--- src/rtl/uart_rx.sv ---
// 8N1 UART receiver. The line is oversampled on the rxclk_en strobe, and each byte is
// held with a sticky ready flag until the consumer acknowledges it.
module uart_rx #(
  parameter int unsigned SAMPLE_MULTIPLIER = 16,
  parameter int unsigned DATA_BITS         = 8
) (
  input  logic                 clk,
  input  logic                 rst_n,
  input  logic                 rxclk_en,
  input  logic                 rx,
  input  logic                 rdy_clr,
  output logic [DATA_BITS-1:0] data,
  output logic                 rdy,
  output logic                 frame_err,
  output logic                 overrun,
  output logic                 busy
);

  typedef enum logic [1:0] {StIdle, StStart, StData, StStop} state_e;

  localparam logic [7:0] HalfLast = 8'(SAMPLE_MULTIPLIER / 2 - 1);
  localparam logic [7:0] BitLast  = 8'(SAMPLE_MULTIPLIER - 1);
  localparam logic [3:0] IdxLast  = 4'(DATA_BITS - 1);

  state_e               state_q;
  logic [7:0]           cnt_q;
  logic [3:0]           bit_idx_q;
  logic [DATA_BITS-1:0] shift_q;
  logic [1:0]           sync_q;
  logic                 rx_s;

  // Flops reset high so the idle line is not mistaken for a start bit.
  always_ff @(posedge clk or negedge rst_n) begin
    if (!rst_n) begin
      sync_q <= 2'b11;
    end else begin
      sync_q <= {sync_q[0], rx};
    end
  end

  assign rx_s = sync_q[1];
  assign busy = (state_q != StIdle);

  always_ff @(posedge clk or negedge rst_n) begin
    if (!rst_n) begin
      state_q   <= StIdle;
      cnt_q     <= '0;
      bit_idx_q <= '0;
      shift_q   <= '0;
      data      <= '0;
      rdy       <= 1'b0;
      frame_err <= 1'b0;
      overrun   <= 1'b0;
    end else begin
      if (rdy_clr) begin
        rdy     <= 1'b0;
        overrun <= 1'b0;
      end
      if (rxclk_en) begin
        unique case (state_q)
          StIdle: begin
            if (!rx_s) begin
              state_q <= StStart;
              cnt_q   <= '0;
            end
          end
          StStart: begin
            if (cnt_q == HalfLast) begin
              cnt_q <= '0;
              if (!rx_s) begin
                state_q   <= StData;
                bit_idx_q <= '0;
              end else begin
                state_q <= StIdle;
              end
            end else begin
              cnt_q <= cnt_q + 8'd1;
            end
          end
          StData: begin
            if (cnt_q == BitLast) begin
              cnt_q   <= '0;
              shift_q <= {rx_s, shift_q[DATA_BITS-1:1]};
              if (bit_idx_q == IdxLast) begin
                state_q <= StStop;
              end else begin
                bit_idx_q <= bit_idx_q + 4'd1;
              end
            end else begin
              cnt_q <= cnt_q + 8'd1;
            end
          end
          StStop: begin
            // Returning at mid-stop leaves half a bit to catch a back-to-back start.
            if (cnt_q == BitLast) begin
              cnt_q   <= '0;
              state_q <= StIdle;
              if (rx_s) begin
                data      <= shift_q;
                rdy       <= 1'b1;
                frame_err <= 1'b0;
                if (rdy && !rdy_clr) begin
                  overrun <= 1'b1;
                end
              end else begin
                frame_err <= 1'b1;
              end
            end else begin
              cnt_q <= cnt_q + 8'd1;
            end
          end
          default: state_q <= StIdle;
        endcase
      end
    end
  end

endmodule

--- config.mk ---
export PLATFORM = sky130hd
export DESIGN_NAME = uart_rx
export DESIGN_NICKNAME = d
export VERILOG_FILES = /design/src/rtl/uart_rx.sv
export SDC_FILE = /design/constraint.sdc
export NUM_CORES = 1
export LEC_CHECK = 0
export BUFFER_PORTS_ARGS = -buffer_cell sky130_fd_sc_hd__buf_2
export CAP_MARGIN = 20
export CORE_ASPECT_RATIO = 1.25
export CORE_UTILIZATION = 45
export DETAILED_ROUTE_END_ITERATION = 16
export GPL_TIMING_DRIVEN = 0
export PLACE_DENSITY = 0.77
export SETUP_SLACK_MARGIN = 0.4
export SLEW_MARGIN = 10
export SYNTH_ARGS = -nofsm -noshare
export SYNTH_HDL_FRONTEND = slang
export SYNTH_SLANG_ARGS = --single-unit
--- constraint.sdc ---
create_clock -name clk -period 2 [get_ports clk]
set_input_delay 0.1 -clock clk [delete_from_list [all_inputs] [get_ports clk]]
set_output_delay 0.1 -clock clk [all_outputs]
set_load 0.01 [all_outputs]
==> results.md, run 1 <==
- Nets: 190
- FILL cells: 251
- Slew @ Worst Pin: 0.763 ns
- Dominant cells by area after synthesis: dfrtp_1 50%, mux2_2 13%, dfstp_2 3.2%
- Clock root cell: clkbuf_8
- Drt drc: 0
- Net count after synthesis: 148
- Die width: 56.3 um
- Cell count after synthesis: 140
- Footprint of the multi-input gates: 927 sq um
- Leak: 0.00105 uW
- DR pass1 iterations: 4
- Most common cell in the netlist: dfrtp_1
- Die height: 69.9 um
- Setup WS pre-CTS: -0.155 ns
- Final wirelength: 3.76 mm
- Slew margin rel.: 49.2%
- Area Overhead vs Synth: 36.8%
- Share of cells above drive strength 1: 47.5%
- Metal2 WL: 1.90 mm
- Metal-1 WL: 1.64 mm
- Storage cell area: 881 sq um
- Total of warnings raised by yosys: 0
- Final Setup Violations: 2
- Routability cong.: 0.861
- Peak supply drop: 0.000686 V
- Min Tclk post-route: 2.04 ns
- Synth Cell Area: 1660 sq um
- Final Skew: 0.00410 ns
- Fin crit share: 102%
- Placed insts: 195
- Wire length on met3: 134 um
- Outcome: finished with violations
- Commonest cells post-synth: 33 x dfrtp_1, 19 x mux2_2, 9 x nor2_1, 6 x a21oi_1, 6 x nand3_1
- Vias in the first global route: 1,378
- Fin worst setup slack: -0.0378 ns
- HPWL after DPL: 2.22 mm
- DR iter-0 viols: 78
- CP max FO: 4
- Site Rows: 24
- Seq/Total Area, Yosys: 52.9%
- Full die area: 3940 sq um
- I/O pin count: 17
- WL/cell: 16.9 um
- EDFF count, synth: 0
- RSZ-0062 raised after global routing: yes
- Register bit total from synthesis: 35
- CP endpoint kind: flop
- Final global-route overflow total: 0
- Initial antenna violation count: 0
- CTS clk-pin slew, worst paths: 0.07 ns
- Failing checks: setup timing
- Clock insertion delay at the later pin of the skew report: 0.29 ns
- Final hold vios: 0
- Power Density: 1030 nW/um^2
- Yosys top cell area share: 49.8%
- Max Used Layer: met4
- Largest net degree at the start of global routing: 36
- Crit Path Class: reg -> reg
- Distinct cell type count after synthesis: 39
- Synth area leader: dfrtp_1
- Number of CTS-inserted buffers: 5
- Avg Cell Area, Syn: 11.9 sq um
- Worst min-delay path category: in -> reg
- Core ar.: 3510 sq um
- Fmax: 491 MHz
- Total global-route track usage: 20.6%
- MaxCap Viol Count: 0
- Finished Layout Cells: 222
- Hold WS: 0.230 ns
- FFs w/ async S/R, synth: 100%
- Data arrival, critical path: 2.21 ns
- IO buf count: 16
- TritonCTS clock tree: done
- Worst EP required: 2.18 ns
- Main synth FF type: dfrtp_1
- # diodes: 0
- Initial core utilization: 47.2%
- Max-slew violation count: 0
- H-tree depth: 2
- Clock sink count: 35
- Global-route wire length before repair: 6.22 mm
- Antenna Violating Nets Remaining: 0
- Fin util: 64.6%
- CTS max path bufs: 2
- Vias: 1,322
- Crit start category: flop
- Drt via density: 5.95
==> registers in the layout (all words and copies together), names as in the netlist, named ones only <==
register / cells
overrun: 1
shift_q: 8
cnt_q: 8
bit_idx_q: 4
data: 8
frame_err: 1
rdy: 1
state_q: 1
sync_q: 2
==> layout make-up <==
type	count	share of cell area, %
buffer	3	1.32
sequential	35	38.8
timing repair buffer	35	11.5
inverter	5	0.827
clock buffer	7	4.24
multi-input combinational	97	40.8
tap	39	2.15
clock inverter	1	0.331
==> power by group <==
part           internal [uW]  switching [uW]  leakage, uW
Sequential               826             153     0.000449
Combinational            420             364     0.000551
Clock                    313             261    0.0000505
==> routing by layer <==
metal,vias to the layer above,track usage (%)
met5,-,0
met2,43,33.6
met4,0,13.3
met3,8,3.89
met1,662,24.7
li1,609,-
==> cell usage in the layout, fill, tap and decap left out, types with 2 or more instances in the layout <==
cell type	instances
nor2_1	9
or4_4	2
a21oi_2	2
dfrtp_2	2
o21ai_2	2
dfstp_2	2
clkbuf_8	7
a31oi_1	3
nor2b_1	2
ha_1	3
a21oi_1	3
nand3_1	6
nand2b_1	2
inv_1	5
buf_4	8
mux2_4	18
mux2i_1	2
buf_2	16
and3_1	3
buf_6	9
dlygate4sd3_1	3
a22o_1	3
a41oi_2	2
nand4_1	3
nor4_4	2
nand2_1	4
dfrtp_1	31
a21o_1	3
==> critical path, cell delays in order, from the launching register on <==
cell and delay [ns]:
dfrtp_1 0.41, buf_6 0.14, nor4_4 0.39, a21oi_1 0.16, or4_4 0.54, mux2_4 0.28
==> kinds of logic after synthesis <==
group           after synthesis  share of synthesized area [%]
buf+inv                       8                           1.96
compound gates               30                           12.8
fa+ha+maj                     3                           2.26
mux                          21                           14.1
flops                        35                           52.9
simple gates                 43                           15.9
==> path summary, 6_finish.rpt <==
kind	from	endpoint	slack, ns	cells after the start
min	rxclk_en	flop	0.23	3
max	cnt_q[6]	bit_idx_q[0]	-0.04	5
min in group asynchronous	rst_n	shift_q[4]	0.42	2
min reg2reg	sync_q[0]	sync_q[1]	0.36	0
max in group asynchronous	rst_n	cnt_q[4]	1.04	2
max reg2reg	cnt_q[6]	bit_idx_q[0]	-0.04	5
==> metrics by stage <==
stage,area (sq um),setup TNS (ns),power (uW)
6_report,2270,-0.0470,2340
5_1_grt,2270,-0.111,2460
4_1_cts,2210,-0.0106,2270
3_5_place_dp,1870,-1.81,1520
3_3_place_gp,1870,-1.21,1490
2_1_floorplan,1740,0,1380
==> what timing repair did <==
action,4_1_cts,5_1_grt
resized for setup,28,6
pin swaps,8,2
setup buffers,12,4
endpoints found under the setup margin,33,33
hold buffers,3,0
endpoints found under the hold margin,35,0
(Power assumes the default switching activity.)
==> run 2: changes to the inputs <==
CORE_UTILIZATION = 52   (was 45)
PLACE_DENSITY = 0.86   (was 0.77)
SETUP_SLACK_MARGIN = not set   (was 0.4)
==> run 2 against run 1 <==
The flow still finishes with violations (setup timing). Cell count decreased by 6.3%. First-iteration DRC count decreased by 47%. Clock skew up 0.013 ns. Largest power group unchanged. Critical endpoint is now state_q[0]. Register-to-register slack better by 0.02 ns. Die area fell by 13%. Clock power is 37% lower. Sequential share of layout area up 5.3 points. Final area down 12%.
==> results.md, run 2 (same netlist as run 1, synthesis figures left out) <==
- Worst Path Buf+Inv: 1 (unchanged)
- Slew @ Worst Pin: 0.774 ns (was 0.763 ns)
- # diodes: 0 (unchanged)
- Largest net degree at the start of global routing: 36 (unchanged)
- Leak: 0.000950 uW (was 0.00105 uW)
- CP endpoint kind: flop (unchanged)
- Worst min-delay path category: in -> reg (unchanged)
- Worst EP required: 2.24 ns (was 2.18 ns)
- Clock root cell: clkbuf_4 (was clkbuf_8)
- Core ar.: 3000 sq um (was 3510 sq um)
- Data arrival, critical path: 2.26 ns (was 2.21 ns)
- Final hold vios: 0 (unchanged)
- Failing checks: setup timing (unchanged)
- Largest regs: cnt_q: 8 flops, data: 8 flops, shift_q: 8 flops (unchanged)
- Clock insertion delay at the later pin of the skew report: 0.34 ns (was 0.29 ns)
- Number of CTS-inserted buffers: 5 (unchanged)
- CTS max path bufs: 2 (unchanged)
- Drt drc: 0 (unchanged)
- Share of cells above drive strength 1: 39.5% (was 47.5%)
- DR pass1 iterations: 4 (unchanged)
- Clk network pwr share: 18.7% (was 24.6%)
- Die height: 65.2 um (was 69.9 um)
- I/O pin count: 17 (unchanged)
- Comb power frac: 31.0% (was 33.5%)
- Slowest Stage Delay on Critical Path: 0.59 ns (was 0.54 ns)
- Slew margin rel.: 48.4% (was 49.2%)
- Placed inst area: 1800 sq um (was 1870 sq um)
- Clock sink count: 35 (unchanged)
- Initial core utilization: 55.3% (was 47.2%)
- Outcome: finished with violations (unchanged)
- Fin worst setup slack: -0.0136 ns (was -0.0378 ns)
- DR iter-0 viols: 41 (was 78)
- Switch Pwr: 688 uW (was 777 uW)
- Final Setup Violations: 2 (unchanged)
- Min Tclk post-route: 2.01 ns (was 2.04 ns)
- Final global-route overflow total: 0 (unchanged)
- Design Area, Final: 1990 sq um (was 2270 sq um)
- Fmax: 497 MHz (was 491 MHz)
- R2R Setup Slk: -0.01 ns (was -0.04 ns)
- MaxCap Viol Count: 0 (unchanged)
- Nets: 179 (was 190)
- Total global-route track usage: 26.1% (was 20.6%)
- Max-slew violation count: 0 (unchanged)
- Final wirelength: 3.79 mm (was 3.76 mm)
- Switching Share: 35.4% (was 33.3%)
- Full die area: 3420 sq um (was 3940 sq um)
- Final Skew: 0.0173 ns (was 0.00410 ns)
- Peak supply drop: 0.000669 V (was 0.000686 V)
- Area Overhead vs Synth: 20.1% (was 36.8%)
- Site Rows: 22 (was 24)
- H-tree depth: 2 (unchanged)
- Cell with the largest stage delay on the worst path: or4_4 (unchanged)
- Final setup TNS: -0.0188 ns (was -0.0470 ns)
- WL/cell: 18.2 um (was 16.9 um)
- Cell Int Power: 1250 uW (was 1560 uW)
- Drt via density: 6.21 (was 5.95)
- TritonCTS clock tree: done (unchanged)
- Power Density: 975 nW/um^2 (was 1030 nW/um^2)
- Most common cell after layout, fill and taps aside: dfrtp_1 (unchanged)
- Global-route wire length before repair: 6.35 mm (was 6.22 mm)
- Antenna Violating Nets Remaining: 0 (unchanged)
- Routability cong.: 0.849 (was 0.861)
- CP max FO: 10 (was 4)
- Vias in the first global route: 1,364 (was 1,378)
- HPWL after DPL: 2.57 mm (was 2.22 mm)
- Initial antenna violation count: 0 (unchanged)
- Die width: 52.5 um (was 56.3 um)
- Most frequent cells in the layout: 32 x dfrtp_1, 19 x mux2_2, 16 x buf_2 (was 31 x dfrtp_1, 18 x mux2_4, 16 x buf_2)
- Vias: 1,291 (was 1,322)
- RSZ-0062 raised after global routing: yes (unchanged)
- IO buf count: 16 (unchanged)
- Sequential power share: 50.2% (was 41.9%)
- Crit Path Class: reg -> reg (unchanged)
- Crit start category: flop (unchanged)
- Fin crit share: 101% (was 102%)
- Cell family with most CP delay: simple AND/OR/NAND/NOR gates (unchanged)
- CTS clk-pin slew, worst paths: 0.11 ns (was 0.07 ns)
- Critical-path cell list: or4_4 -> or2_4 -> buf_6 -> a21oi_2 -> mux2_2 (was buf_6 -> nor4_4 -> a21oi_1 -> or4_4 -> mux2_4)
## run 2: cell types whose count changed in the layout (fill, tap and decap cells not counted), moves of 4 or more
cell | before | now
clkbuf_8 | 7 | 0
mux2_2 | 1 | 19
mux2_4 | 18 | 0
clkbuf_4 | 0 | 5
buf_4 | 8 | 4
buf_6 | 9 | 2
## run 2: final timing paths
kind	from	endpoint	cells after the start
setup / recovery	cnt_q[4]	state_q[0]	5
hold / removal	rxclk_en	flop	3
setup reg to reg	cnt_q[4]	state_q[0]	5
hold reg to reg	sync_q[0]	sync_q[1]	0
max in group asynchronous	rst_n	cnt_q[5]	2
min in group asynchronous	rst_n	cnt_q[2]	2
## run 2: layout make-up
type | instances | area [sq um]
repair buffers | 25 | 171
flip-flops and latches | 35 | 880
plain buffers | 2 | 15.0
multi-input cells | 97 | 810
clock buffers | 5 | 37.5
well taps | 36 | 45.0
fillers | 217 | 1010
inverters | 5 | 18.8
clock inverters | 3 | 15.0
## run 2: layer usage
layer | wire length, um | part of all wire [%] | vias up | global-route usage, %
li1 | - | - | 589 | -
met3 | 151 | 4.0 | 8 | 8.10
met1 | 1450 | 38 | 659 | 30.3
met4 | 70 | 1.8 | 0 | 9.54
met5 | 0 | 0 | - | 0
met2 | 2120 | 56 | 35 | 44.5
## run 2: timing repair
item | 4_1_cts | 5_1_grt
resized for setup | 5 | 9
buffers inserted | 5 | 1
pin swaps | 2 | 0
setup endpoints to repair | 26 | 9
gates cloned | 0 | 0
hold endpoints to repair | 36 | 0
hold buffers | 3 | 0
## run 2: power by group through the flow
stage               Sequential, uW  Combinational (uW)  Clock [uW]
floorplan                      940                 423           0
detailed placement             975                 531           0
global route                   998                 661         415
finish                         976                 603         364
global placement               963                 507           0
CTS                            962                 563         375
## run 2: worst register-to-register path, stage by stage (launching register included)
cell	delay [ns]
dfrtp_1	0.44
or4_4	0.59
or2_4	0.29
buf_6	0.15
a21oi_2	0.12
mux2_2	0.34
## run 2: metrics by stage
stage,power (uW),cells,worst slack [ns],utilization [%],hold slack (ns)
detailed placement,1510,192,-0.141,60.0,0.206
global placement,1470,192,-0.144,60.0,0.200
finish,1940,208,-0.0136,66.4,0.170
CTS,1900,207,-0.0619,64.9,0.155
global route,2070,208,-0.0415,66.4,0.147
floorplan,1360,140,-0.00804,-,-0.196
==> run 3: changes to the inputs <==
CELL_PAD_IN_SITES_DETAIL_PLACEMENT = 0   (was not set)
CELL_PAD_IN_SITES_GLOBAL_PLACEMENT = 1   (was not set)
CORE_UTILIZATION = 42   (was 52)
PLACE_DENSITY = 0.85   (was 0.86)
==> run 3 against run 2 <==
The run now ends clean. Total power is 8.6% higher. Critical path depth unchanged. Fmax up 1.6%. Worst setup slack improved by 0.031 ns. Utilization down 12 points. Critical endpoint is now bit_idx_q[0]. Largest cell class unchanged.
==> results.md, run 3 (same netlist as run 1, synthesis figures left out) <==
- WL/cell: 15.1 um (was 18.2 um)
- Slew margin rel.: 50.6% (was 48.4%)
- I/O pin count: 17 (unchanged)
- HPWL after DPL: 2.32 mm (was 2.57 mm)
- Min Tclk post-route: 1.98 ns (was 2.01 ns)
- DR iter-0 viols: 46 (was 41)
- Global-route wire length before repair: 5.78 mm (was 6.35 mm)
- Clock insertion delay at the later pin of the skew report: 0.28 ns (was 0.34 ns)
- Clock sink count: 35 (unchanged)
- Worst min-delay path category: in -> reg (unchanged)
- IO buf count: 16 (unchanged)
- Power Density: 1020 nW/um^2 (was 975 nW/um^2)
- Die height: 72.3 um (was 65.2 um)
- CTS clk-pin slew, worst paths: 0.07 ns (was 0.11 ns)
- Clock root cell: clkbuf_8 (was clkbuf_4)
- Largest net degree at the start of global routing: 36 (unchanged)
- Largest regs: cnt_q: 8 flops, data: 8 flops, shift_q: 8 flops (unchanged)
- Initial antenna violation count: 0 (unchanged)
- Critical-path cell list: buf_4 -> nor4_4 -> a41oi_2 -> or4_4 -> mux2_4 (was or4_4 -> or2_4 -> buf_6 -> a21oi_2 -> mux2_2)
- Placed inst area: 1820 sq um (was 1800 sq um)
- Share of cells above drive strength 1: 39.2% (was 39.5%)
- Vias: 1,266 (was 1,291)
- H-tree depth: 2 (unchanged)
- Full die area: 4210 sq um (was 3420 sq um)
- Leak: 0.000977 uW (was 0.000950 uW)
- Vias in the first global route: 1,215 (was 1,364)
- Final global-route overflow total: 0 (unchanged)
- Max-slew violation count: 0 (unchanged)
- Wire length on met3: 132 um (was 151 um)
- CTS max path bufs: 2 (unchanged)
- CP endpoint kind: flop (unchanged)
- Outcome: complete, no violations (was finished with violations)
- Crit start category: flop (unchanged)
- Final Skew: 0.00352 ns (was 0.0173 ns)
- Max Used Layer: met4 (unchanged)
- Antenna Violating Nets Remaining: 0 (unchanged)
- FILL cells: 328 (was 217)
- Crit Path Class: reg -> reg (unchanged)
- Data arrival, critical path: 2.15 ns (was 2.26 ns)
- Final Setup Violations: 0 (was 2)
- Fin crit share: 99.1% (was 101%)
- Cell with the largest stage delay on the worst path: or4_4 (unchanged)
- Fin util: 54.8% (was 66.4%)
- Most frequent cells in the layout: 32 x dfrtp_1, 17 x mux2_2, 16 x buf_2 (was 32 x dfrtp_1, 19 x mux2_2, 16 x buf_2)
- Routability cong.: 0.851 (was 0.849)
- Initial core utilization: 43.8% (was 55.3%)
- Drt via density: 5.50 (was 6.21)
- Worst EP required: 2.17 ns (was 2.24 ns)
- Number of CTS-inserted buffers: 5 (unchanged)
- Design Area, Final: 2080 sq um (was 1990 sq um)
- MaxCap Viol Count: 0 (unchanged)
- Metal2 WL: 1.81 mm (was 2.12 mm)
- Placed insts: 210 (was 192)
- Core ar.: 3780 sq um (was 3000 sq um)
- Site Rows: 25 (was 22)
- Finished Layout Cells: 230 (was 208)
- TritonCTS clock tree: done (unchanged)
- Most common cell after layout, fill and taps aside: dfrtp_1 (unchanged)
- CP max FO: 4 (was 10)
- Drt drc: 0 (unchanged)
- Metal-1 WL: 1.48 mm (was 1.45 mm)
- Slew @ Worst Pin: 0.741 ns (was 0.774 ns)
- Area Overhead vs Synth: 25.1% (was 20.1%)
- Total global-route track usage: 18.4% (was 26.1%)
- # diodes: 0 (unchanged)
- Nets: 183 (was 179)
- Slowest Stage Delay on Critical Path: 0.48 ns (was 0.59 ns)
- DR pass1 iterations: 6 (was 4)
- Final wirelength: 3.48 mm (was 3.79 mm)
- Final hold vios: 0 (unchanged)
- Die width: 58.2 um (was 52.5 um)
- Peak supply drop: 0.000549 V (was 0.000669 V)
- Fmax: 504 MHz (was 497 MHz)
## run 3: cell count changes in the layout (fill, tap and decap cells not counted), moves of 2 or more
cell / delta
buf_4: +6
buf_6: -2
clkbuf_1: +2
clkbuf_4: -5
clkbuf_8: +5
clkinv_2: -2
mux2_2: -2
mux2_4: +2
## run 3: power breakdown
group	leakage, uW	switching, uW	internal, uW
logic	0.000484	328	336
registers	0.000451	140	825
clock network	0.0000422	238	244
total	0.000977	705	1410
## run 3: worst max-delay path, delay by kind of cell (launching register included)
kind / cells / cell delay (ns)
AOI/OAI and AO/OA: 1 / 0.19
muxes: 1 / 0.28
and+or+nand+nor: 2 / 0.86
buffers and inverters: 1 / 0.16
DFF: 1 / 0.38
## run 3: layout make-up
| class | count | area (sq um) | share of cell area (%) |
|---|---|---|---|
| Sequential cell | 35 | 880 | 42.4 |
| Multi-Input combinational cell | 97 | 825 | 39.7 |
| Timing Repair Buffer | 29 | 185 | 8.92 |
| Clock buffer | 7 | 76.3 | 3.68 |
| Tap cell | 54 | 67.6 | 3.25 |
| Buffer | 2 | 18.8 | 0.904 |
| Inverter | 5 | 18.8 | 0.904 |
| Clock inverter | 1 | 5.00 | 0.241 |
## run 3: timing repair
| action | CTS | global route |
|---|---|---|
| hold buffers | 3 | 0 |
| hold endpoints to repair | 35 | 0 |
| endpoints found under the setup margin | 25 | 18 |
| buffers inserted | 6 | 4 |
| pin swaps | 2 | 5 |
| gates resized for setup | 4 | 12 |
## run 3: final timing paths
check	cells past startpoint	to	slack (ns)	start
min in group asynchronous	2	bit_idx_q[1]	0.42	rst_n
hold / removal	3	flop	0.25	rxclk_en
setup reg to reg	5	bit_idx_q[0]	0.02	cnt_q[6]
max in group asynchronous	2	cnt_q[5]	1.06	rst_n
setup / recovery	5	bit_idx_q[0]	0.02	cnt_q[6]
hold reg to reg	0	sync_q[1]	0.36	sync_q[0]
## run 3: metal layers
metal / up-vias / GRT usage [%]
met5: - / 0
met4: 0 / 8.47
met3: 7 / 3.92
met2: 39 / 30.0
met1: 625 / 23.2
li1: 595 / -
## run 3: through the flow
stage | total power (uW) | setup TNS, ns | worst slack, ns | hold WS, ns
after floorplan | 1360 | -0.00804 | -0.00804 | -0.196
after global placement | 1480 | -1.06 | -0.120 | 0.202
after detailed placement | 1510 | -2.29 | -0.147 | 0.208
after CTS | 2050 | -0.0610 | -0.0610 | 0.234
after global routing | 2230 | -0.0308 | -0.0167 | 0.242
final | 2110 | 0 | 0.0177 | 0.255
